`src/rtl/octurdle_pkg.sv`:
```
// Shared types and constants for the Octurdle game engine.
package octurdle_pkg;

    localparam int LFSR_W = 16;

    // Fibonacci taps 16,14,13,11 expressed as a bit mask on the shift register.
    localparam logic [LFSR_W-1:0] LFSR_TAPS = 16'hB400;

    typedef enum logic [1:0] {
        FB_ABSENT  = 2'b00,
        FB_PRESENT = 2'b01,
        FB_EXACT   = 2'b10
    } fb_code_e;

    typedef enum logic [2:0] {
        ST_IDLE,
        ST_PLAY,
        ST_SCORE,
        ST_WON,
        ST_LOST
    } game_state_e;

    // One left shift of the Fibonacci LFSR; feedback is the parity of the tapped bits.
    function automatic logic [LFSR_W-1:0] lfsr_step(input logic [LFSR_W-1:0] s);
        return {s[LFSR_W-2:0], ^(s & LFSR_TAPS)};
    endfunction

endpackage

```
`src/rtl/octurdle_engine_lfsr.sv`:
```
// Free-running 16-bit LFSR used to draw the secret code.
// Advances on every clock, whatever the game state is.
module octurdle_lfsr
    import octurdle_pkg::*;
#(
    parameter logic [LFSR_W-1:0] SEED  = 16'hACE1,
    parameter int                OUT_W = 12
) (
    input  logic             clk,
    input  logic             reset,
    output logic [OUT_W-1:0] rnd
);

    logic [LFSR_W-1:0] lfsr_q;

    // Shift every cycle; reset reloads the seed (must be non-zero).
    always_ff @(posedge clk or posedge reset) begin
        if (reset) begin
            lfsr_q <= SEED;
        end else begin
            lfsr_q <= lfsr_step(lfsr_q);
        end
    end

    assign rnd = lfsr_q[OUT_W-1:0];

endmodule

```
`src/rtl/octurdle_engine.sv`:
```
// Octurdle game engine: secret draw, registered per-slot scoring, turn
// counting and win/loss state machine.
// Optional feature: define OCTURDLE_DUP_AWARE_EN for duplicate-aware PRESENT
// credit; otherwise each guess slot is scored independently.
module octurdle_engine
    import octurdle_pkg::*;
#(
    parameter int                N_SLOTS   = 4,
    parameter int                SYM_W     = 3,
    parameter int                MAX_TURNS = 6,
    parameter logic [LFSR_W-1:0] SEED      = 16'hACE1
) (
    input  logic                             clk,
    input  logic                             reset,
    input  logic [N_SLOTS*SYM_W-1:0]         guess,
    input  logic                             enter,
    input  logic                             new_game,
    output logic [2*N_SLOTS-1:0]             fb,
    output logic                             fb_valid,
    output logic [$clog2(MAX_TURNS+1)-1:0]   turn,
    output logic                             win,
    output logic                             lose,
    output logic                             playing,
    output logic [N_SLOTS*SYM_W-1:0]         secret
);

    localparam int CODE_W = N_SLOTS * SYM_W;
    localparam int TURN_W = $clog2(MAX_TURNS + 1);
    localparam logic [TURN_W-1:0] TURN_LAST = TURN_W'(MAX_TURNS);

    game_state_e         state;
    logic [CODE_W-1:0]   guess_q;
    logic [CODE_W-1:0]   lfsr_rnd;
    logic [2*N_SLOTS-1:0] fb_calc;
    logic [N_SLOTS-1:0]  exact;
    logic                all_exact;
    logic [TURN_W-1:0]   turn_inc;

    octurdle_lfsr #(
        .SEED  (SEED),
        .OUT_W (CODE_W)
    ) u_lfsr (
        .clk   (clk),
        .reset (reset),
        .rnd   (lfsr_rnd)
    );

    // Per-slot scoring of the latched guess against the current secret.
    always_comb begin
`ifdef OCTURDLE_DUP_AWARE_EN
        logic [N_SLOTS-1:0] used;
`endif
        logic found;
        fb_calc = '0;
        exact   = '0;
        found   = 1'b0;
        for (int i = 0; i < N_SLOTS; i++) begin
            exact[i] = (guess_q[i*SYM_W +: SYM_W] == secret[i*SYM_W +: SYM_W]);
        end
`ifdef OCTURDLE_DUP_AWARE_EN
        // Exact secret slots are already consumed; each remaining secret
        // slot can back at most one PRESENT, claimed lowest guess slot first.
        used = exact;
        for (int i = 0; i < N_SLOTS; i++) begin
            found = 1'b0;
            if (!exact[i]) begin
                for (int j = 0; j < N_SLOTS; j++) begin
                    if (!found && !used[j] &&
                        guess_q[i*SYM_W +: SYM_W] == secret[j*SYM_W +: SYM_W]) begin
                        found   = 1'b1;
                        used[j] = 1'b1;
                    end
                end
            end
            fb_calc[2*i +: 2] = exact[i] ? FB_EXACT : (found ? FB_PRESENT : FB_ABSENT);
        end
`else
        for (int i = 0; i < N_SLOTS; i++) begin
            found = 1'b0;
            for (int j = 0; j < N_SLOTS; j++) begin
                if (j != i && guess_q[i*SYM_W +: SYM_W] == secret[j*SYM_W +: SYM_W]) begin
                    found = 1'b1;
                end
            end
            fb_calc[2*i +: 2] = exact[i] ? FB_EXACT : (found ? FB_PRESENT : FB_ABSENT);
        end
`endif
    end

    assign all_exact = &exact;
    assign turn_inc  = turn + 1'b1;

    // Game FSM; win/lose/playing are registered from the state, so they trail it by one cycle.
    always_ff @(posedge clk or posedge reset) begin
        if (reset) begin
            state    <= ST_IDLE;
            guess_q  <= '0;
            secret   <= '0;
            fb       <= '0;
            fb_valid <= 1'b0;
            turn     <= '0;
            win      <= 1'b0;
            lose     <= 1'b0;
            playing  <= 1'b0;
        end else begin
            fb_valid <= 1'b0;
            win      <= (state == ST_WON);
            lose     <= (state == ST_LOST);
            playing  <= (state == ST_PLAY) || (state == ST_SCORE);
            if (new_game) begin
                // Overrides everything, including a pending score or a same-cycle enter.
                secret <= lfsr_rnd;
                turn   <= '0;
                fb     <= '0;
                state  <= ST_PLAY;
            end else begin
                case (state)
                    ST_PLAY: begin
                        if (enter) begin
                            guess_q <= guess;
                            state   <= ST_SCORE;
                        end
                    end
                    ST_SCORE: begin
                        fb       <= fb_calc;
                        fb_valid <= 1'b1;
                        turn     <= turn_inc;
                        if (all_exact) begin
                            state <= ST_WON;
                        end else if (turn_inc == TURN_LAST) begin
                            state <= ST_LOST;
                        end else begin
                            state <= ST_PLAY;
                        end
                    end
                    default: begin
                        state <= state;
                    end
                endcase
            end
        end
    end

endmodule

```
`config.mk`:
```
export PLATFORM = sky130hd
export DESIGN_NAME = octurdle_engine
export DESIGN_NICKNAME = d
export VERILOG_FILES = /design/src/rtl/octurdle_pkg.sv /design/src/rtl/octurdle_engine_lfsr.sv /design/src/rtl/octurdle_engine.sv
export SDC_FILE = /design/constraint.sdc
export NUM_CORES = 1
export LEC_CHECK = 0
export ABC_AREA = 1
export CORE_UTILIZATION = 49
export DETAILED_ROUTE_END_ITERATION = 7
export PLACE_DENSITY = 0.76
export SLEW_MARGIN = 20
export SYNTH_ARGS = -nofsm -noshare
export SYNTH_HDL_FRONTEND = slang
export SYNTH_SLANG_ARGS = --single-unit
```
`constraint.sdc`:
```
create_clock -name clk -period 1.55 [get_ports clk]
set_input_delay 0.155 -clock clk [delete_from_list [all_inputs] [get_ports clk]]
set_output_delay 0.155 -clock clk [all_outputs]
set_load 0.02 [all_outputs]
```
---- After elaboration in Yosys (flattened, before gate mapping) ----
Index checks and enable logic that the tools add are counted.
operators by class
  muxes and demuxes ....................... 31
  equal/unequal tests ..................... 22
  $lt $le $gt $ge ......................... 0
  bitwise operators ....................... 1
  multiply operators ...................... 0
  shifts and indexed selects .............. 0
  div/mod/pow operators ................... 0
  $add $sub $neg .......................... 1
  reduce and logical (&&, ||, !) cells .... 7
operators by type and width
  operator                                        count
  == test 3 bit                                   16
  two-way mux 1 bit                               18
  two-way mux 3 bit                               6
  two-way mux 8 bit                               2
  parity 16 bit                                   1
  two-way mux 2 bit                               4
  == test 3 x 2 -> 1 bit (second input constant)  2
  == test 3 bit (second input constant)           2
  one-hot mux 3 bit (2 select lines)              1
  AND reduction 4 bit                             1
  adder 3 x 1 -> 3 bit (second input constant)    1
  == test 3 x 1 -> 1 bit (second input constant)  1
  != test 3 bit (second input constant)           1
  AND reduction 3 bit                             1
  nonzero test 3 bit                              1
  AND reduction 2 bit                             1
  nonzero test 2 bit                              1
  logical OR 1 bit                                1
  inverter 1 bit                                  1
storage, ports and cells
  register bits after elaboration ......... 58
  memories ................................ 0
  memory bits (writable) .................. 0
  output and inout bits ................... 27
  ROM bits ................................ 0
  bits in latches ......................... 0

---- Depth between registers and ports, before layout ----
  word-level depth ........................ 8
  mapped depth ............................ 10
  mapped depth without buffers ............ 9

---- Cells and area by module ----
A second synthesis with hierarchy kept.
second synthesis, totals
  cells, all modules ...................... 317
  area, all modules ....................... 2907.8 um^2
modules (own cells, without submodules)
  module           times used  area each (um^2)  seq. area each (um^2)  cells each
  octurdle_engine  1           2339.7            1051.0                 273
  octurdle_lfsr    1           568.0             410.4                  44

---- Worst setup path before layout ----
No wires, ideal clock.
  kind .................................... reg2reg
  from .................................... reg secret[8]
  to ...................................... reg state[0]
  setup slack ............................. 0.229 ns
  arrival time ............................ 1.193 ns
  path buffers ............................ 1
  required time ........................... 1.422 ns
  period minus slack after synthesis ...... 1.321 ns
  stages on the path, launching flop included .. 11
  cell sequence ........................... dfrtp_1 > clkbuf_2 > inv_1 > nand2_1 > nand2_1 > nand3_1 > nor2_1 > nand2_1 > nand2_1 > nand2_1 > nand3_1
between the ends
  cells in the longest elaborated chain, start to end .. 5
RTL lines
  what                                line                    RTL
  start, declared                     octurdle_engine.sv:24   output logic [N_SLOTS*SYM_W-1:0] secret
  start signal, assigned              octurdle_engine.sv:112  secret <= lfsr_rnd;
  == test 3 bit                       --
  AND reduction 4 bit                 octurdle_engine.sv:90   assign all_exact = &exact;
  two-way mux 3 bit                   octurdle_engine.sv:128  if (all_exact) begin
  one-hot mux 3 bit (2 select lines)  octurdle_engine.sv:117  case (state)
  two-way mux 3 bit                   octurdle_engine.sv:110  if (new_game) begin
  end signal, assigned                octurdle_engine.sv:137  state <= state;
  end, declared                       octurdle_engine.sv:31   game_state_e state;
Every way passes these cells.
A chain may end at the register's enable or synchronous reset.

---- Final worst setup path ----
  from .................................... reg turn[2]
  to ...................................... out turn[2]
RTL lines
  what                    line                    RTL
  start, declared         octurdle_engine.sv:20   output logic [$clog2(MAX_TURNS+1)-1:0] turn,
  start signal, assigned  octurdle_engine.sv:127  turn <= turn_inc;
No word-level cell between the ends.

==> metrics.txt <==
Overflow after GRT=0; Fmax=approximately 680 MHz; Nets=~350; Worst Path Max Fanout=3; cell area after synthesis=between 0.002 and 0.003 mm^2; predominant post-synthesis flop cell=dfrtp_1; layout cells sized above 1=0.186; worst path buffer plus inverter count=1; clock sinks=58; final setup margin=0.0723 ns; area delta synth->final=23.7%; gpl congestion=around 0.94; routed len/inst=about 14 um; via count=around 2000; Critical Path AT=approximately 1.3 ns; H-Tree Depth=3; Mapped Cells=between 200 and 300; run status=complete, no violations; Yosys reg bits=58; CP startpoint kind=flip-flop; CORE AREA=around 0.0056 mm^2; Place WS=approximately 0.14 ns; post-layout min period=between 1 and 1.5 ns; Syn. warnings=0; final setup violation count=0; Post-route DRC=0; CTS buffer count=9; post-synth net total=about 310; worst skew pair latency=approximately 0.34 ns; Worst Tran Pin Value=about 0.30 ns; clock-pin slew on the worst setup and hold paths=0.07 ns; cell family with most CP delay=buffers and inverters; die area=slightly above 0.006 mm^2; total global-route track usage=0.213; largest net degree at the start of global routing=slightly below 60; Post-synth EDFFs=0; vias in the first global route=~2000; global-route wire length before repair=9.67 mm; Post-CTS Setup Inserts=0; Mean Syn Cell Area=around 9.7 um^2; Total Negative Setup Slacks=0 ns; initial antenna violation count=0; I/O pins=between 40 and 50; RSZ-0062 raised after global routing=false; Critical Path RT=~1.4 ns; Root Driver=clkbuf_8; final hold vios=0; Slowest Stage Delay on Critical Path=between 0.6 and 0.7 ns; DP HPWL=between 4 and 5 mm; headroom to the max-slew limit=0.797; Final period util=0.953; Slew Viols, Final=0; Hold Slack=approximately 0.22 ns; first-pass detailed-route iteration total=4; leakage=between 0.0015 and 0.002 uW; Via density=slightly below 5; 1st-iter DRT viols=100; Max Clock Skew=about 0.0085 ns; Core Util, Final=0.633; maximum vdd ir drop=about 0.72 mV; chip width=about 78 um; Port Buf Inserts=42; worst min path class=primary input to asynchronous set/reset pin; worst-path cell chain=clkdlybuf4s50_1; # diodes=0; sequential fraction of the synthesis area=0.512; remaining antenna violation count=0; Chip Height=around 78 um; Max Cap Viol=0; Site Rows=27; Starting Density=0.512; Power Dens Cells=roughly 1400 mW/mm^2; CP endpoint kind=output port; total wire length=around 5.6 mm; Slowest cell on crit path=clkdlybuf4s50_1; asr flop ratio synth=1.00; library cells used by synthesis=25; CTS tree=yes; Setup Crit Path Kind=flip-flop to output port; Max Root-Sink Buffers=2
-- final timing paths --
check,cells after the start,endpoint,from,slack (ns)
worst max-delay path,1,turn[2],turn[2]$_DFFE_PP0P_,0.07
worst min-delay path,3,lose$_DFF_PP0_,reset,0.22
worst max register to register,5,guess_q[7]$_DFFE_PP0P_,state[2]$_DFFE_PP0P_,0.14
worst min register to register,0,u_lfsr.lfsr_q[15]$_DFF_PP1_,u_lfsr.lfsr_q[14]$_DFF_PP0_,0.36
max in group asynchronous,3,u_lfsr.lfsr_q[13]$_DFF_PP1_,reset,1.02
min in group clk,0,u_lfsr.lfsr_q[15]$_DFF_PP1_,u_lfsr.lfsr_q[14]$_DFF_PP0_,0.36
-- cells in the final DEF (no fill, tap or decap), drive strengths merged --
master,instances
dfrtp,50
mux2,6
clkbuf,11
ha,2
buf,15
nor2,12
dfstp,8
clkinvlp,3
a21oi,7
clkinv,2
or2,1
bufinv,1
clkdlybuf4s50,28
dlygate4sd2,11
dlymetal6s2s,3
nor3,3
nand3,37
xor2,1
inv,20
nand2,58
xnor2,45
o21ai,14
-- per-layer routing --
layer	vias up	GRT usage	share of wire
met5	-	0	0
met4	0	0.102	0.012
met1	926	0.274	0.47
met2	48	0.337	0.48
met3	6	0.0535	0.046
li1	991	-	-
-- layout make-up --
class | count | area, um^2
tap | 72 | 90.1
clock buffer | 11 | 141
inverter | 21 | 85.1
sequential | 58 | 1460
fill | 477 | 2040
multi-input combinational | 186 | 1160
clock inverter | 5 | 55.1
timing repair buffer | 57 | 539
-- state kept, by name, indices dropped and copies added, names as in the netlist --
name,flops
turn,3
playing,1
win,1
state,3
u_lfsr.lfsr_q,16
lose,1
fb,8
guess_q,12
fb_valid,1
secret,12
-- kinds of logic after synthesis --
group           Yosys count  share of synthesized area
flops                    58                      0.512
simple gates            111                      0.183
buf+inv                  51                     0.0824
compound gates           21                     0.0487
xor+xnor                 46                      0.141
mux                       6                     0.0237
fa+ha+maj                 2                    0.00877
-- per-stage QoR --
| step | total power (uW) | cells | cell area, um^2 |
|---|---|---|---|
| floorplan | 3250 | 295 | 2860 |
| global placement | 3520 | 394 | 3340 |
| detailed placement | 3550 | 394 | 3340 |
| CTS | 4940 | 410 | 3520 |
| global route | 5200 | 410 | 3530 |
| finish | 4890 | 410 | 3530 |
-- Yosys cell counts, types with 2 or more instances --
master | n | share of area
clkbuf_1 | 2 | 0.0026
mux2_2 | 6 | 0.024
dfrtp_1 | 50 | 0.44
xnor2_1 | 45 | 0.14
inv_2 | 2 | 0.0026
a21oi_1 | 6 | 0.011
o21ai_2 | 8 | 0.025
clkbuf_2 | 13 | 0.023
nor2_1 | 11 | 0.014
o21ai_0 | 6 | 0.011
buf_2 | 14 | 0.025
nand3_1 | 36 | 0.063
nand2_1 | 58 | 0.076
nor3_4 | 2 | 0.011
inv_1 | 18 | 0.024
ha_1 | 2 | 0.0088
dfstp_2 | 8 | 0.074
-- power breakdown --
group / leakage, uW / switching [uW] / total, uW / internal (uW)
combinational: 0.000821 / 676 / 1440 / 764
clock: 0.0000953 / 594 / 1370 / 780
sequential: 0.000740 / 343 / 2080 / 1730
total: 0.00166 / 1610 / 4890 / 3280
-- timing repair --
item,CTS,global route
hold buffers,0,0
endpoints found under the setup margin,11,3
pin swaps,0,0
gates resized for setup,12,3
No activity file was read; power rests on OpenSTA's default activity.
